### config.mk
export PLATFORM = sky130hd
export DESIGN_NAME = stream_mux_rr
export DESIGN_NICKNAME = d
export VERILOG_FILES = /design/src/rtl/stream_mux_rr.sv
export SDC_FILE = /design/constraint.sdc
export NUM_CORES = 1
export LEC_CHECK = 0
export BUFFER_PORTS_ARGS = -buffer_cell sky130_fd_sc_hd__buf_2
export CAP_MARGIN = 40
export CORE_UTILIZATION = 44
export DETAILED_ROUTE_END_ITERATION = 8
export MAX_ROUTING_LAYER = met4
export PLACE_DENSITY = 0.8
export SETUP_SLACK_MARGIN = 0.15
export SYNTH_ARGS = -nofsm -noshare
export SYNTH_HDL_FRONTEND = slang
export SYNTH_SLANG_ARGS = --single-unit
### constraint.sdc
create_clock -name clk -period 3.9 [get_ports clk]
set_input_delay 0.975 -clock clk [delete_from_list [all_inputs] [get_ports clk]]
set_output_delay 0.975 -clock clk [all_outputs]
set_load 0.005 [all_outputs]
### src/rtl/stream_mux_rr.sv
// stream_mux_rr: NUM_IN-way registered valid/ready stream mux, fixed-select or round-robin.
// Define STREAM_MUX_PKT_LOCK_EN to hold the grant on one channel until its in_last beat.
module stream_mux_rr #(
    parameter int WIDTH  = 8,
    parameter int NUM_IN = 4,
    localparam int SELW  = (NUM_IN > 2) ? $clog2(NUM_IN) : 1
) (
    input  logic                    clk,
    input  logic                    rst_n,
    input  logic                    mode_rr,
    input  logic [SELW-1:0]         sel,
    input  logic [NUM_IN*WIDTH-1:0] in_data,
    input  logic [NUM_IN-1:0]       in_valid,
    input  logic [NUM_IN-1:0]       in_last,
    output logic [NUM_IN-1:0]       in_ready,
    output logic [WIDTH-1:0]        out_data,
    output logic                    out_valid,
    output logic                    out_last,
    output logic [SELW-1:0]         out_sel,
    input  logic                    out_ready
);

    localparam logic [SELW:0]   NUM_W    = (SELW+1)'(NUM_IN);
    localparam logic [SELW-1:0] LAST_IDX = SELW'(NUM_IN - 1);

    logic              r_out_valid;
    logic [WIDTH-1:0]  r_out_data;
    logic              r_out_last;
    logic [SELW-1:0]   r_out_sel;
    logic [SELW-1:0]   r_ptr;

    logic [WIDTH-1:0]  w_ch_data [NUM_IN];
    logic              w_load_en;
    logic [NUM_IN-1:0] w_rr_hi;
    logic [NUM_IN-1:0] w_rr_src;
    logic              w_rr_found;
    logic [SELW-1:0]   w_rr_idx;
    logic              w_gnt_any;
    logic [SELW-1:0]   w_gnt_idx;
    logic              w_gnt_last;
    logic              w_xfer;
    logic [SELW-1:0]   w_ptr_next_g;
    logic              w_adv_ptr;
    logic              w_locked;
    logic [SELW-1:0]   w_lock_idx;

    for (genvar i = 0; i < NUM_IN; i++) begin : g_ch
        assign w_ch_data[i] = in_data[i*WIDTH +: WIDTH];
    end

    assign w_load_en = !r_out_valid || out_ready;

    // Prefer valid channels at or above ptr; fall back to the lowest valid one (wrap).
    always_comb begin
        w_rr_hi = '0;
        for (int i = 0; i < NUM_IN; i++)
            w_rr_hi[i] = in_valid[i] && (SELW'(i) >= r_ptr);
        w_rr_src   = (|w_rr_hi) ? w_rr_hi : in_valid;
        w_rr_found = 1'b0;
        w_rr_idx   = '0;
        for (int i = 0; i < NUM_IN; i++) begin
            if (w_rr_src[i] && !w_rr_found) begin
                w_rr_found = 1'b1;
                w_rr_idx   = SELW'(i);
            end
        end
    end

    always_comb begin
        w_gnt_any = 1'b0;
        w_gnt_idx = '0;
        if (w_locked) begin
            w_gnt_any = 1'b1;
            w_gnt_idx = w_lock_idx;
        end else if (mode_rr) begin
            w_gnt_any = w_rr_found;
            w_gnt_idx = w_rr_idx;
        end else if ({1'b0, sel} < NUM_W) begin
            w_gnt_any = 1'b1;
            w_gnt_idx = sel;
        end
    end

    assign w_gnt_last   = in_last[w_gnt_idx];
    assign w_xfer       = w_gnt_any && in_valid[w_gnt_idx] && w_load_en && rst_n;
    assign w_ptr_next_g = (w_gnt_idx == LAST_IDX) ? '0 : w_gnt_idx + 1'b1;

    always_comb begin
        in_ready = '0;
        if (w_gnt_any && w_load_en && rst_n)
            in_ready[w_gnt_idx] = 1'b1;
    end

`ifdef STREAM_MUX_PKT_LOCK_EN
    typedef enum logic {S_IDLE, S_LOCKED} state_t;

    state_t          r_state;
    state_t          w_state_nxt;
    logic [SELW-1:0] r_lock_idx;
    logic [SELW-1:0] w_lock_idx_nxt;

    always_ff @(posedge clk or negedge rst_n) begin
        if (!rst_n) begin
            r_state    <= S_IDLE;
            r_lock_idx <= '0;
        end else begin
            r_state    <= w_state_nxt;
            r_lock_idx <= w_lock_idx_nxt;
        end
    end

    always_comb begin
        w_state_nxt    = r_state;
        w_lock_idx_nxt = r_lock_idx;
        unique case (r_state)
            S_IDLE: begin
                if (w_xfer && !w_gnt_last) begin
                    w_state_nxt    = S_LOCKED;
                    w_lock_idx_nxt = w_gnt_idx;
                end
            end
            S_LOCKED: begin
                if (w_xfer && w_gnt_last)
                    w_state_nxt = S_IDLE;
            end
        endcase
    end

    assign w_locked   = (r_state == S_LOCKED);
    assign w_lock_idx = r_lock_idx;
    // Pointer moves only once a packet has completed.
    assign w_adv_ptr  = w_xfer && mode_rr && w_gnt_last;
`else
    assign w_locked   = 1'b0;
    assign w_lock_idx = '0;
    assign w_adv_ptr  = w_xfer && mode_rr;
`endif

    always_ff @(posedge clk or negedge rst_n) begin
        if (!rst_n) begin
            r_out_valid <= 1'b0;
            r_out_data  <= '0;
            r_out_last  <= 1'b0;
            r_out_sel   <= '0;
            r_ptr       <= '0;
        end else begin
            if (w_load_en) begin
                r_out_valid <= w_xfer;
                if (w_xfer) begin
                    r_out_data <= w_ch_data[w_gnt_idx];
                    r_out_last <= w_gnt_last;
                    r_out_sel  <= w_gnt_idx;
                end
            end
            if (w_adv_ptr)
                r_ptr <= w_ptr_next_g;
        end
    end

    assign out_valid = r_out_valid;
    assign out_data  = r_out_data;
    assign out_last  = r_out_last;
    assign out_sel   = r_out_sel;

endmodule

Word level (Yosys, flattened, before mapping)
Index checks and enable logic that the tools add are counted.

Bits in registers: 14. Logic and storage cells: 57. Output and inout port bits: 16. Bits of input ports: 46.

Magnitude comparators: 7. Bitwise operators: 1. Add/subtract/negate cells: 1. Equality and inequality tests: 1. Reductions and logical operators: 21. Mux-type cells: 21.

Operator list (number): 8-bit binary-select mux with 2-bit select (1); 8-bit 2-to-1 mux (2); 1-bit logical AND (14); 1-bit 2-to-1 mux (9); 2-bit 2-to-1 mux (4); 4-bit 2-to-1 mux (2); 1-bit binary-select mux with 2-bit select (2); 1-bit by 2-bit greater-or-equal comparator with 1-bit output (first input constant) (2); 2-bit greater-or-equal comparator (first input constant) (2); 1-bit zero test (4); 4-bit OR reduction (1); 3-bit greater-or-equal comparator (second input constant) (1); 2-bit by 3-bit less-than comparator with 1-bit output (second input constant) (1); 2-bit NOT with 3-bit output (1); 2-bit by 1-bit adder with 2-bit output (second input constant) (1); 1-bit demux with 2-bit select (1); 2-bit == test (second input constant) (1); 2-bit by 1-bit greater-or-equal comparator with 1-bit output (second input constant) (1); 2-bit AND reduction (1); 1-bit logical OR (1).

Longest topological paths before layout
Depth after elaboration: 21. Depth in mapped cells: 8.

Least setup slack after synthesis
No wires, ideal clock.

Path type: input to output. Start point: input in_valid[1]. End point: output in_ready[0]. Setup slack: 0.500 ns. Arrival: 2.425 ns. Stages: 6. Cells stage by stage: o311a_1 -> o311ai_4 -> o21ai_2 -> inv_1 -> ha_1 -> and2_1.

Word-level cells in the longest chain between the ends: 19. Elaborated cells on any way between the ends: 26. Those cells by class: order compare (2); mux (13); reduce/logical (11).

RTL lines: start: declaration (line 13) `input logic [NUM_IN-1:0] in_valid,`; 1-bit logical AND (line 57) `w_rr_hi[i] = in_valid[i] && (SELW'(i) >= r_ptr);`; 4-bit OR reduction (line 58) `w_rr_src = (|w_rr_hi) ? w_rr_hi : in_valid;`; 4-bit 2-to-1 mux * (line 58); 1-bit 2-to-1 mux (line 62) `if (w_rr_src[i] && !w_rr_found) begin`; 1-bit zero test (line 62); 1-bit logical AND (line 62); 1-bit 2-to-1 mux (line 62); 1-bit zero test (line 62); [4 not listed]; 2-bit 2-to-1 mux * (line 62); 2-bit 2-to-1 mux * (line 75) `end else if (mode_rr) begin`; net w_gnt_idx[0] (line 39) `logic [SELW-1:0] w_gnt_idx;`; 2-bit by 3-bit less-than comparator with 1-bit output (implied by the code) or 2-bit by 1-bit greater-or-equal comparator with 1-bit output (tied branches) (line 91) `in_ready[w_gnt_idx] = 1'b1;`; 1-bit logical AND (implied by the code) (line 91); 1-bit 2-to-1 mux (implied by the code) (line 91); 1-bit demux with 2-bit select * (line 91); 4-bit 2-to-1 mux * (line 90) `if (w_gnt_any && w_load_en && rst_n)`; end: declaration (line 15) `output logic [NUM_IN-1:0] in_ready,`.

The timed path passes the listed nets; every way through them passes the cells marked *.

Final worst setup path
Same ends and word-level chain as after synthesis.

==> flow_summary.json <==
{
  "wire_per_inst_um": 12.4,
  "post-route-period-util_pct": 89.2,
  "tritoncts": "yes",
  "detail-route-antenna-nets": 0,
  "syn_avg_cell_area_um2": 11.3,
  "cts_sinks": 14,
  "cp-end-kind": "output pin",
  "first_iter_violations": 6,
  "coreArea_um2": 2280,
  "cp_max_fo": 6,
  "viasPerCell": 5.13,
  "slew_viol_final": 0,
  "clock_path_buffers": 2,
  "synth_edf_count": 0,
  "clk_pin_slew_worst_paths_ns": 0.08,
  "synth_area_leaders": "dfrtp_1, mux2i_1, mux2_4, ha_1, o311ai_4",
  "initial_core_util_pct": 48.0,
  "cts_max_level": 1,
  "fp.dieW_um": 51.8,
  "antenna_found_initial": 0,
  "critical_path_class": "input pin to output pin",
  "grt_overflow": 0,
  "rsz0062_at_grt": "false",
  "fin_crit_ns": 3.48,
  "io_pins": 62,
  "hold_class": "register to register",
  "tightest_slew_ns": 0.608,
  "multiInputGateArea_um2": 701,
  "fmax_mhz": 287,
  "synth_top_area_share_pct": 32.1,
  "grt_pass1_vias": 936,
  "async_flop_share_pct": 100,
  "relSlewSlack_pct": 59.5,
  "irDropWorstVdd_uv": 298,
  "critPathArrivalTime_ns": 2.51,
  "drtPass1Iterations": 4,
  "hold_viol": 0,
  "max_cap_violations": 0,
  "die_area_um2": 2690,
  "grt_max_degree": 21,
  "final_area_um2": 1470,
  "netlist_area_um2": 1090,
  "fin_setup_tns_ns": 0,
  "post_cts_buffers": 0,
  "diodes": 0,
  "routabilityCongestion": 0.805,
  "postRouteWirelength_um": 2340,
  "seqCellArea_um2": 350,
  "syn2layout_area_growth_pct": 34.5,
  "ys_warn_count": 0,
  "vias": 969,
  "cts_root_buf": "clkbuf_4",
  "placed_area_um2": 1430,
  "num_rows": 17,
  "synth_cell_types": 27,
  "crit_path_start_kind": "input pin",
  "syn_inst": 97,
  "fillers": 207,
  "grt_usage_pct": 20.5,
  "yosysTopAreaCell": "dfrtp_1",
  "fin_skew_ns": 0.00683,
  "detail_route.drc_violations": 0,
  "io_buffers": 61,
  "cts_hold_buf": 0,
  "p_leak_nw": 0.838,
  "ys_seq_area_share_pct": 32.1,
  "die_y_um": 51.8,
  "syn_nets": 147,
  "drive_above_1_share_pct": 50.3,
  "cts_resized": 0,
  "power_density_nw_per_um2": 479,
  "hpwl_um": 1910,
  "grt_pass1_wl_um": 3950,
  "finalSetupViolCount": 0,
  "synth_seq_cells": 14,
  "synth-main-ff-cell": "dfrtp_1",
  "layout.nets": 212,
  "numCtsBuffers": 3,
  "cp.required_ns": 2.92,
  "clock_latency_ns": 0.28,
  "status": "finished clean"
}
cells by family (layout without fill, tap and decap cells):
logic type	count (synthesis)	in the layout	share of synthesized area [%]
AO/OA/AOI/OAI	14	14	11.7
flip-flops	14	14	32.1
buffers and inverters	10	74	4.35
multiplexers	39	39	39.7
AND/OR/NAND/NOR	16	16	7.56
adder cells (fa/ha/maj)	4	4	4.58
metal layers:
metal  track usage (%)  vias to the layer above  share of wire [%]
met5                 -                        -                  0
met1              22.2                      431                 40
met3              3.51                        4                7.5
met2              37.0                       51                 51
li1                  -                      483                  -
met4              8.11                        0                1.2
stage by stage:
stage | utilization, % | hold WS (ns) | power, mW | std cells | worst slack (ns)
after detailed placement | 62.9 | 0.491 | 0.606 | 185 | 0.413
after CTS | 64.5 | 0.516 | 0.711 | 189 | 0.409
after global placement | 62.9 | 0.495 | 0.592 | 185 | 0.502
after global routing | 64.5 | 0.537 | 0.758 | 189 | 0.320
after floorplan | - | 0.479 | 0.477 | 97 | 0.500
final | 64.5 | 0.514 | 0.704 | 189 | 0.420
power by group:
part           internal (mW)  switching (mW)  total [mW]
combinational          0.199           0.147       0.346
clock                 0.0568          0.0471       0.104
sequential             0.212          0.0417       0.254
total                  0.468           0.235       0.704
placed cells by master (no fill, tap or decap), drive strengths merged:
master   netlist  layout
buf            3      63
mux2i         28      28
dfrtp         14      14
mux2          11      11
inv            7       7
nand2          6       6
and2           4       4
ha             4       4
clkbuf         0       4
nand2b         3       3
a21oi          2       2
o211a          2       2
o22ai          2       2
a21boi         1       1
o311a          1       1
nand3          1       1
o311ai         1       1
o21ai          1       1
a21o           1       1
or3            1       1
a211oi         1       1
a211o          1       1
o2bb2ai        1       1
nor3           1       1
path summary, 6_finish.rpt:
path / startpoint / to / slack (ns) / depth (start not counted)
max: in_valid[1] / in_ready[0] / 0.42 / 8
min: out_sel[1] / out_sel[1] / 0.51 / 1
max reg2reg: r_ptr[0] / out_data[3] / 1.26 / 7
min reg2reg: out_sel[1] / out_sel[1] / 0.51 / 1
max in group asynchronous: rst_n / out_data[3] / 3.07 / 1
min in group asynchronous: rst_n / out_data[4] / 0.58 / 1
worst max-delay path: stages:
cell      delay, ns
buf_2          0.13
o311a_1        0.38
o311ai_4       0.33
o21ai_2        0.17
inv_1          0.14
ha_1           0.15
and2_1         0.12
buf_2          0.11
synthesized netlist by cell type, drive strengths merged, types with 2 or more instances:
| library cell | n |
|---|---|
| and2 | 4 |
| o22ai | 2 |
| o211a | 2 |
| mux2 | 11 |
| nand2b | 3 |
| mux2i | 28 |
| dfrtp | 14 |
| nand2 | 6 |
| ha | 4 |
| inv | 7 |
| buf | 3 |
| a21oi | 2 |
layout make-up:
cell class,instances,share of cell area [%]
multi-input cells,73,47.7
flip-flops and latches,14,23.9
repair buffers,63,21.8
clock buffers,4,2.47
well taps,28,2.39
inverters,7,1.79
sequential cells by signal, indices dropped and copies added (netlist names):
register / cells
out_valid: 1
out_sel: 2
out_data: 8
out_last: 1
r_ptr: 2
Power figures use the tool's default switching activity.
